File: src/rtl/key_frame_rx.sv
// ---------------------------------------------------------------------------
// key_frame_rx
// Host-side reader for the two-byte keypad-state stream coming out of
// uart_rx. The high byte arrives first, then the low byte. The block turns
// the receive strobe into single byte events and pairs those bytes into
// 16-bit frames. It drops a half frame if the low byte does not arrive in
// time, and it presents the latest key state together with a decoded key
// index.
//
// Optional feature (compile-time macro KEY_EDGE_EN):
//   defined   - press_mask / release_mask report the bits that changed at
//               each commit (new & ~old, old & ~new).
//   undefined - both masks are tied to 0. No mask logic is built.
//
// Parameters:
//   TIMEOUT_CYCLES  max clk cycles between the high and low byte (>= 2)
//   CNT_W           inter-byte timer width, 2**CNT_W > TIMEOUT_CYCLES
//
// Ports:
//   clk           system clock
//   rst           asynchronous active-low reset
//   rx_irq        byte-ready strobe from uart_rx (may be held high)
//   rx_data       received byte, valid when rx_irq first rises
//   keyout        last complete frame {hi, lo}
//   key_valid     one-cycle pulse when keyout is updated
//   key_any       OR of keyout bits
//   key_code      index of the lowest set bit of keyout (0 when keyout is 0)
//   frame_cnt     committed frame count, wraps 255 -> 0
//   timeout_err   one-cycle pulse when a half frame is discarded
//   press_mask    bits newly set by the last commit (KEY_EDGE_EN)
//   release_mask  bits newly cleared by the last commit (KEY_EDGE_EN)
//
// State table:
//   S_IDLE    | waiting for a high byte
//   S_WAIT_LO | high byte held, timing the gap to the low byte
//   S_COMMIT  | one cycle: publish {hi, lo} and the derived outputs
// ---------------------------------------------------------------------------
module key_frame_rx #(
    parameter int TIMEOUT_CYCLES = 1000000,
    parameter int CNT_W          = 20
) (
    input  logic        clk,
    input  logic        rst,
    input  logic        rx_irq,
    input  logic [7:0]  rx_data,
    output logic [15:0] keyout,
    output logic        key_valid,
    output logic        key_any,
    output logic [3:0]  key_code,
    output logic [7:0]  frame_cnt,
    output logic        timeout_err,
    output logic [15:0] press_mask,
    output logic [15:0] release_mask
);

    typedef enum logic [1:0] {
        S_IDLE    = 2'd0,
        S_WAIT_LO = 2'd1,
        S_COMMIT  = 2'd2
    } state_t;

    localparam logic [CNT_W-1:0] TIMER_LAST = CNT_W'(TIMEOUT_CYCLES - 1);

    state_t            state_q, state_d;
    logic              irq_d_q;
    logic [CNT_W-1:0]  timer_q, timer_d;
    logic [7:0]        hi_q, hi_d;
    logic [7:0]        lo_q, lo_d;
    logic [15:0]       keyout_q, keyout_d;
    logic              key_valid_q, key_valid_d;
    logic              key_any_q, key_any_d;
    logic [3:0]        key_code_q, key_code_d;
    logic [7:0]        frame_cnt_q, frame_cnt_d;
    logic              timeout_err_q, timeout_err_d;
    logic              byte_ev;
    logic [15:0]       new_word;

    // Lowest set bit wins. The loop runs from the top bit down, so the last
    // assignment is made by the lowest set bit.
    function automatic logic [3:0] lowest_set(input logic [15:0] w);
        logic [3:0] idx;
        idx = 4'd0;
        for (int i = 15; i >= 0; i--) begin
            if (w[i]) idx = 4'(i);
        end
        return idx;
    endfunction

    // A strobe that stays high produces exactly one event.
    assign byte_ev  = rx_irq & ~irq_d_q;
    assign new_word = {hi_q, lo_q};

`ifdef KEY_EDGE_EN
    logic [15:0] press_q, press_d;
    logic [15:0] release_q, release_d;
`endif

    always_comb begin
        state_d       = state_q;
        timer_d       = timer_q;
        hi_d          = hi_q;
        lo_d          = lo_q;
        keyout_d      = keyout_q;
        key_valid_d   = 1'b0;
        key_any_d     = key_any_q;
        key_code_d    = key_code_q;
        frame_cnt_d   = frame_cnt_q;
        timeout_err_d = 1'b0;
`ifdef KEY_EDGE_EN
        press_d       = press_q;
        release_d     = release_q;
`endif
        case (state_q)
            S_IDLE: begin
                if (byte_ev) begin
                    hi_d    = rx_data;
                    timer_d = '0;
                    state_d = S_WAIT_LO;
                end
            end
            S_WAIT_LO: begin
                // A byte on the expiry cycle still completes the frame.
                if (byte_ev) begin
                    lo_d    = rx_data;
                    state_d = S_COMMIT;
                end else if (timer_q == TIMER_LAST) begin
                    timeout_err_d = 1'b1;
                    hi_d          = 8'h00;
                    timer_d       = '0;
                    state_d       = S_IDLE;
                end else begin
                    timer_d = timer_q + CNT_W'(1);
                end
            end
            S_COMMIT: begin
                keyout_d    = new_word;
                key_valid_d = 1'b1;
                frame_cnt_d = frame_cnt_q + 8'd1;
                key_any_d   = |new_word;
                key_code_d  = lowest_set(new_word);
`ifdef KEY_EDGE_EN
                press_d     = new_word & ~keyout_q;
                release_d   = keyout_q & ~new_word;
`endif
                if (byte_ev) begin
                    hi_d    = rx_data;
                    timer_d = '0;
                    state_d = S_WAIT_LO;
                end else begin
                    state_d = S_IDLE;
                end
            end
            default: state_d = S_IDLE;
        endcase
    end

    always_ff @(posedge clk or negedge rst) begin
        if (!rst) begin
            state_q       <= S_IDLE;
            irq_d_q       <= 1'b0;
            timer_q       <= '0;
            hi_q          <= 8'h00;
            lo_q          <= 8'h00;
            keyout_q      <= 16'h0000;
            key_valid_q   <= 1'b0;
            key_any_q     <= 1'b0;
            key_code_q    <= 4'd0;
            frame_cnt_q   <= 8'd0;
            timeout_err_q <= 1'b0;
        end else begin
            state_q       <= state_d;
            irq_d_q       <= rx_irq;
            timer_q       <= timer_d;
            hi_q          <= hi_d;
            lo_q          <= lo_d;
            keyout_q      <= keyout_d;
            key_valid_q   <= key_valid_d;
            key_any_q     <= key_any_d;
            key_code_q    <= key_code_d;
            frame_cnt_q   <= frame_cnt_d;
            timeout_err_q <= timeout_err_d;
        end
    end

`ifdef KEY_EDGE_EN
    always_ff @(posedge clk or negedge rst) begin
        if (!rst) begin
            press_q   <= 16'h0000;
            release_q <= 16'h0000;
        end else begin
            press_q   <= press_d;
            release_q <= release_d;
        end
    end

    assign press_mask   = press_q;
    assign release_mask = release_q;
`else
    assign press_mask   = 16'h0000;
    assign release_mask = 16'h0000;
`endif

    assign keyout      = keyout_q;
    assign key_valid   = key_valid_q;
    assign key_any     = key_any_q;
    assign key_code    = key_code_q;
    assign frame_cnt   = frame_cnt_q;
    assign timeout_err = timeout_err_q;

endmodule

File: config.mk
export PLATFORM = sky130hd
export DESIGN_NAME = key_frame_rx
export DESIGN_NICKNAME = d
export VERILOG_FILES = /design/src/rtl/key_frame_rx.sv
export SDC_FILE = /design/constraint.sdc
export NUM_CORES = 1
export LEC_CHECK = 0
export CAP_MARGIN = 5
export CORE_UTILIZATION = 30
export CTS_CLUSTER_DIAMETER = 60
export CTS_CLUSTER_SIZE = 24
export DETAILED_ROUTE_END_ITERATION = 8
export PLACE_DENSITY = 0.63
export SYNTH_ARGS = -nofsm -noshare
export SYNTH_HDL_FRONTEND = slang
export SYNTH_SLANG_ARGS = --single-unit
File: constraint.sdc
create_clock -name clk -period 2.9 [get_ports clk]
set_input_delay 0.58 -clock clk [delete_from_list [all_inputs] [get_ports clk]]
set_output_delay 0.58 -clock clk [all_outputs]
set_load 0.05 [all_outputs]
# Word level (Yosys, flattened, before mapping)
# Index checks and enable logic that the tools add are counted.
dict set report op_classes {
  addsub 2
  n_eq_ne 8
  n_mux 33
  n_bitwise 2
  n_reduce_logical 8
}
# operator count
set ops {}
lappend ops {{2-to-1 mux 4 bit} 16}
lappend ops {{2-to-1 mux 20 bit} 3}
lappend ops {{case mux 20 bit (2 select lines)} 1}
lappend ops {{2-to-1 mux 8 bit} 3}
lappend ops {{adder 20 x 1 -> 20 bit, second input constant} 1}
lappend ops {{== test 20 bit, second input constant} 1}
lappend ops {{case mux 8 bit (2 select lines)} 1}
lappend ops {{OR reduction 16 bit} 1}
lappend ops {{adder 8 x 1 -> 8 bit, second input constant} 1}
lappend ops {{2-to-1 mux 2 bit} 3}
lappend ops {{!= test 2 bit, second input constant} 3}
lappend ops {{case mux 2 bit (3 select lines)} 1}
lappend ops {{2-to-1 mux 1 bit} 5}
lappend ops {{AND reduction 2 bit} 2}
lappend ops {{AND reduction 4 bit} 1}
lappend ops {{!= test 3 bit, second input constant} 1}
lappend ops {{AND reduction 3 bit} 1}
lappend ops {{== test 2 x 1 -> 1 bit, second input constant} 1}
lappend ops {{== test 2 bit, second input constant} 1}
lappend ops {{zero test 2 bit} 1}
lappend ops {{!= test 2 x 1 -> 1 bit, second input constant} 1}
lappend ops {{nonzero test 2 bit} 1}
lappend ops {{OR reduction 2 bit} 1}
lappend ops {{bitwise AND 1 bit} 1}
lappend ops {{inverter 1 bit} 1}
dict set report totals {
  register_bits 70
  in_bits 11
  out_inout_bits 63
  wordCells 64
}

# Logic depth before layout (Yosys ltp)
dict set report depth {
  ltp_word 16
  ltp_mapped 9
  mapped_depth_nobuf 6
}

# Least setup slack after synthesis
# Ideal clock, no wire load.
dict set report synth_timing {
  path_type {input to register}
  startpoint {input rx_irq}
  endpoint {register timer_q[15]}
  setup_ns 0.136
  arrival_ns 1.738
  required_ns 2.764
  setup_slack_ns 1.026
  path_stages 5
  path_buffers 0
  cell_sequence {nor3b_4 -> a21oi_2 -> or4_4 -> nand3_1 -> o311ai_2}
}
dict set report synth_via {
  elab_chain_cells 3
}
# item line_no
set synth_rtl {}
lappend synth_rtl {{start, declared} 44} ;# input logic rx_irq,
lappend synth_rtl {{bitwise AND 1 bit (*)} 90} ;# assign byte_ev = rx_irq & ~irq_d_q;
lappend synth_rtl {{!= test 2 bit (no line) or != test 2 x 1 -> 1 bit (tied branches)} --}
lappend synth_rtl {{AND reduction 3 bit (no line) (*)} --}
lappend synth_rtl {{end signal, assigned} 173} ;# timer_q <= timer_d;
lappend synth_rtl {{end, declared} 66} ;# logic [CNT_W-1:0] timer_q, timer_d;
# Every way passes the cells marked *; elsewhere a longest branch is shown, timed or not.
# A chain may end at the register's enable or synchronous reset.

# Worst setup path in the final report
dict set report layout_timing {
  startpoint {register frame_cnt_q[0] (netlist: frame_cnt[0])}
  endpoint {output frame_cnt[0]}
}
# item line_no
set layout_rtl {}
lappend layout_rtl {{start, declared} 73} ;# logic [7:0] frame_cnt_q, frame_cnt_d;
lappend layout_rtl {{start signal, assigned} 180} ;# frame_cnt_q <= frame_cnt_d;
lappend layout_rtl {{end, declared} 50} ;# output logic [7:0] frame_cnt,
# No word-level cell between the ends.

==> metrics <==
gr usage total 13.5%; final number of setup-violating endpoints 0; syn_area_per_cell 9.80 sq um; crit path max fanout 4; Tcrit/Tclk final 74.8%; final core occ 38.2%; maximum clock frequency 461 MHz; IO Pins 74; top_reg_cell synth dfrtp_1; placed insts 524; # clock sinks 70; cts hold-fix bufs 0; Max Cap Viol 0; routing usage on met2 21.8%; yosys warns 0; Layout Nets 408; crit path capture type primary output; vias in the first global route 2456; worst skew pair latency 0.33 ns; sequential-to-total area share from yosys stat 51.5%; worst flop-to-flop path startpoint timer_q[0]; GRT overflow 0; Worst VDD drop 0.558 mV; GRT busiest layer met2; post-synthesis cell type count 45; area grow syn2layout 22.8%; initial antenna violation count 0; Final Max Slew Viols 0; first-pass GRT wire length 12200 um; Crit Path Category flip-flop to primary output; Sum Neg Setup Slack 0 ns; CORE AREA 10900 sq um; share of layout cells above drive strength 1 9.75%; DR DRC count 0; number of core rows 38; skew final 0.00515 ns; port buffer count 41; Root Buffer Master clkbuf_16; largest net degree at the start of global routing 71; Longest Clk Path Bufs 2; PostCTS Resize Cnt 0; Cells after Synth 347; Min Clock Period, post-route 2.17 ns; Critical path origin frame_cnt[0]; CP peak stage delay 0.83 ns; TritonRoute pass-1 iters 4; slowest CP cell clkdlybuf4s50_1; worst path arrival time 1.59 ns; Post-Route WL 7150 um; RSZ-0062 raised after global routing no; fill cell count 1115; Antenna Nets Post-Route 0; TritonCTS Buffers 9; grt met3 use 4.82%; Slew HR 65.2%; worst-path cell chain clkdlybuf4s50_1; Post-CTS Setup Repair Bufs 0; Cell Area, Synth 3400 sq um; Die X 108 um; post-synthesis register bit count 70; Antenna Cells 0; Slew @ Worst Pin 0.521 ns; Die Span Y 108 um; crit start category flip-flop; initial core utilization 31.1%; CP bufs+invs 1; routed len/inst 13.2 um; status complete, no violations; met1 Resource Use GR 17.0%; CTS tree built; PwrDens 921 nW/um^2; critical path required time 2.32 ns; crit-path leading delay family buffers and inverters; Pleak 1.93 nW; Final GP Congestion 0.884; final hold violation count 0; area of the die 11800 sq um; clock-pin slew on the worst setup and hold paths 0.06 ns; Layout Cells excl Fill 540; post-DP HPWL 5230 um; total number of vias 2555; CTS H-Tree Depth 3; 1st-iter DRT viols 137; number of flops mapped to enable cells by yosys 0; Post-synth ARST share 100%; Vias per Instance 4.73; Hold Crit Class input port to asynchronous set/reset pin
[cell usage after synthesis, drive strengths merged, types with 2 or more instances]
cell type,count,area (sq um)
and4,2,17.5
dfrtp,70,1750
buf,37,277
nor4,11,68.8
nor3,5,25.0
o21ai,16,83.8
ha,2,25.0
and3,8,50.1
xor2,2,17.5
nor2,24,92.6
mux2,7,78.8
nand2,77,289
inv,3,11.3
nand2b,4,25.0
xnor2,11,96.3
a22o,9,78.8
clkbuf,5,18.8
a21oi,4,23.8
a31oi,5,31.3
nand3,8,40.0
o21bai,2,15.0
nand4,4,25.0
o31ai,5,37.5
nor2b,5,31.3
a21o,7,52.6
[cells in the final DEF, fill, tap and decap left out, types with 6 or more instances in the layout]
| master | Yosys | routed |
|---|---|---|
| nor2_1 | 23 | 23 |
| buf_4 | 32 | 6 |
| nor4_1 | 11 | 11 |
| conb_1 | 1 | 32 |
| nand2_1 | 77 | 77 |
| o21ai_0 | 15 | 15 |
| a21o_1 | 7 | 7 |
| a22o_1 | 9 | 9 |
| dfrtp_1 | 70 | 70 |
| xnor2_1 | 11 | 11 |
| clkbuf_16 | 0 | 9 |
| clkdlybuf4s50_1 | 0 | 40 |
| mux2_2 | 7 | 7 |
| nand3_1 | 8 | 8 |
| and3_1 | 8 | 8 |
[flip-flops by register name (all words and copies together), names as in the netlist]
register and flops:
irq_d_q 1, hi_q 8, keyout 16, state_q 2
key_code 4, key_valid 1, timer_q 20, frame_cnt 8
lo_q 8, key_any 1, timeout_err 1
[worst reg2reg max path, stage by stage (launching register included)]
cell and delay (ns):
dfrtp_1 0.37, ha_1 0.22, and3_1 0.23, nand4b_1 0.24, o21ai_2 0.42, nand2_1 0.27, a22o_1 0.25
[per-layer routing]
metal | vias to the layer above | wire [um] | part of all wire [%]
li1 | 1234 | - | -
met1 | 1235 | 3190 | 45
met2 | 76 | 3480 | 49
met3 | 10 | 388 | 5.4
met4 | 0 | 92 | 1.3
met5 | - | 0 | 0
[final timing paths]
path,end,slack [ns],cells past startpoint
min,keyout[8],0.27,2
min in group clk,frame_cnt[7],0.47,1
max in group asynchronous,timer_q[18],2.34,2
max,frame_cnt[0],0.73,1
max reg2reg,hi_q[7],0.79,6
min reg2reg,frame_cnt[7],0.47,1
[through the flow]
step | worst slack (ns) | power, mW | cell area, sq um | hold slack, ns
6_report | 0.732 | 3.84 | 4170 | 0.269
5_1_grt | 0.597 | 4.06 | 4170 | 0.284
3_5_place_dp | 0.571 | 2.76 | 3870 | 0.463
4_1_cts | 0.715 | 3.89 | 4170 | 0.282
3_3_place_gp | 0.637 | 2.74 | 3870 | 0.459
2_1_floorplan | 1.03 | 2.34 | 3520 | 0.284
[cell families (layout without fill, tap and decap cells)]
logic type,Yosys count,count (layout),share of synthesized area (%)
simple gates,155,155,21.6
flops,70,70,51.5
compound gates,54,54,11.3
buf+inv,45,67,9.02
xor+xnor,13,13,3.35
mux,7,7,2.32
fa+ha+maj,2,2,0.736
other cells,1,32,0.110
[cell type report]
cell class	instances	area, sq um	share of cell area [%]
clock buffer	10	239	5.73
clock inverter	6	68.8	1.65
inverter	3	11.3	0.270
multi-input combinational	263	1460	34.9
sequential	70	1750	42.0
tap	140	175	4.20
timing repair buffer	48	470	11.3
[report_power, final]
| group | leakage [nW] | total [mW] | internal, mW | switching [mW] |
|---|---|---|---|---|
| clock network | 0.149 | 1.11 | 0.693 | 0.417 |
| logic | 0.857 | 1.33 | 0.439 | 0.888 |
| registers | 0.919 | 1.41 | 1.20 | 0.206 |
| total | 1.93 | 3.84 | 2.33 | 1.51 |
(Power assumes the default switching activity.)
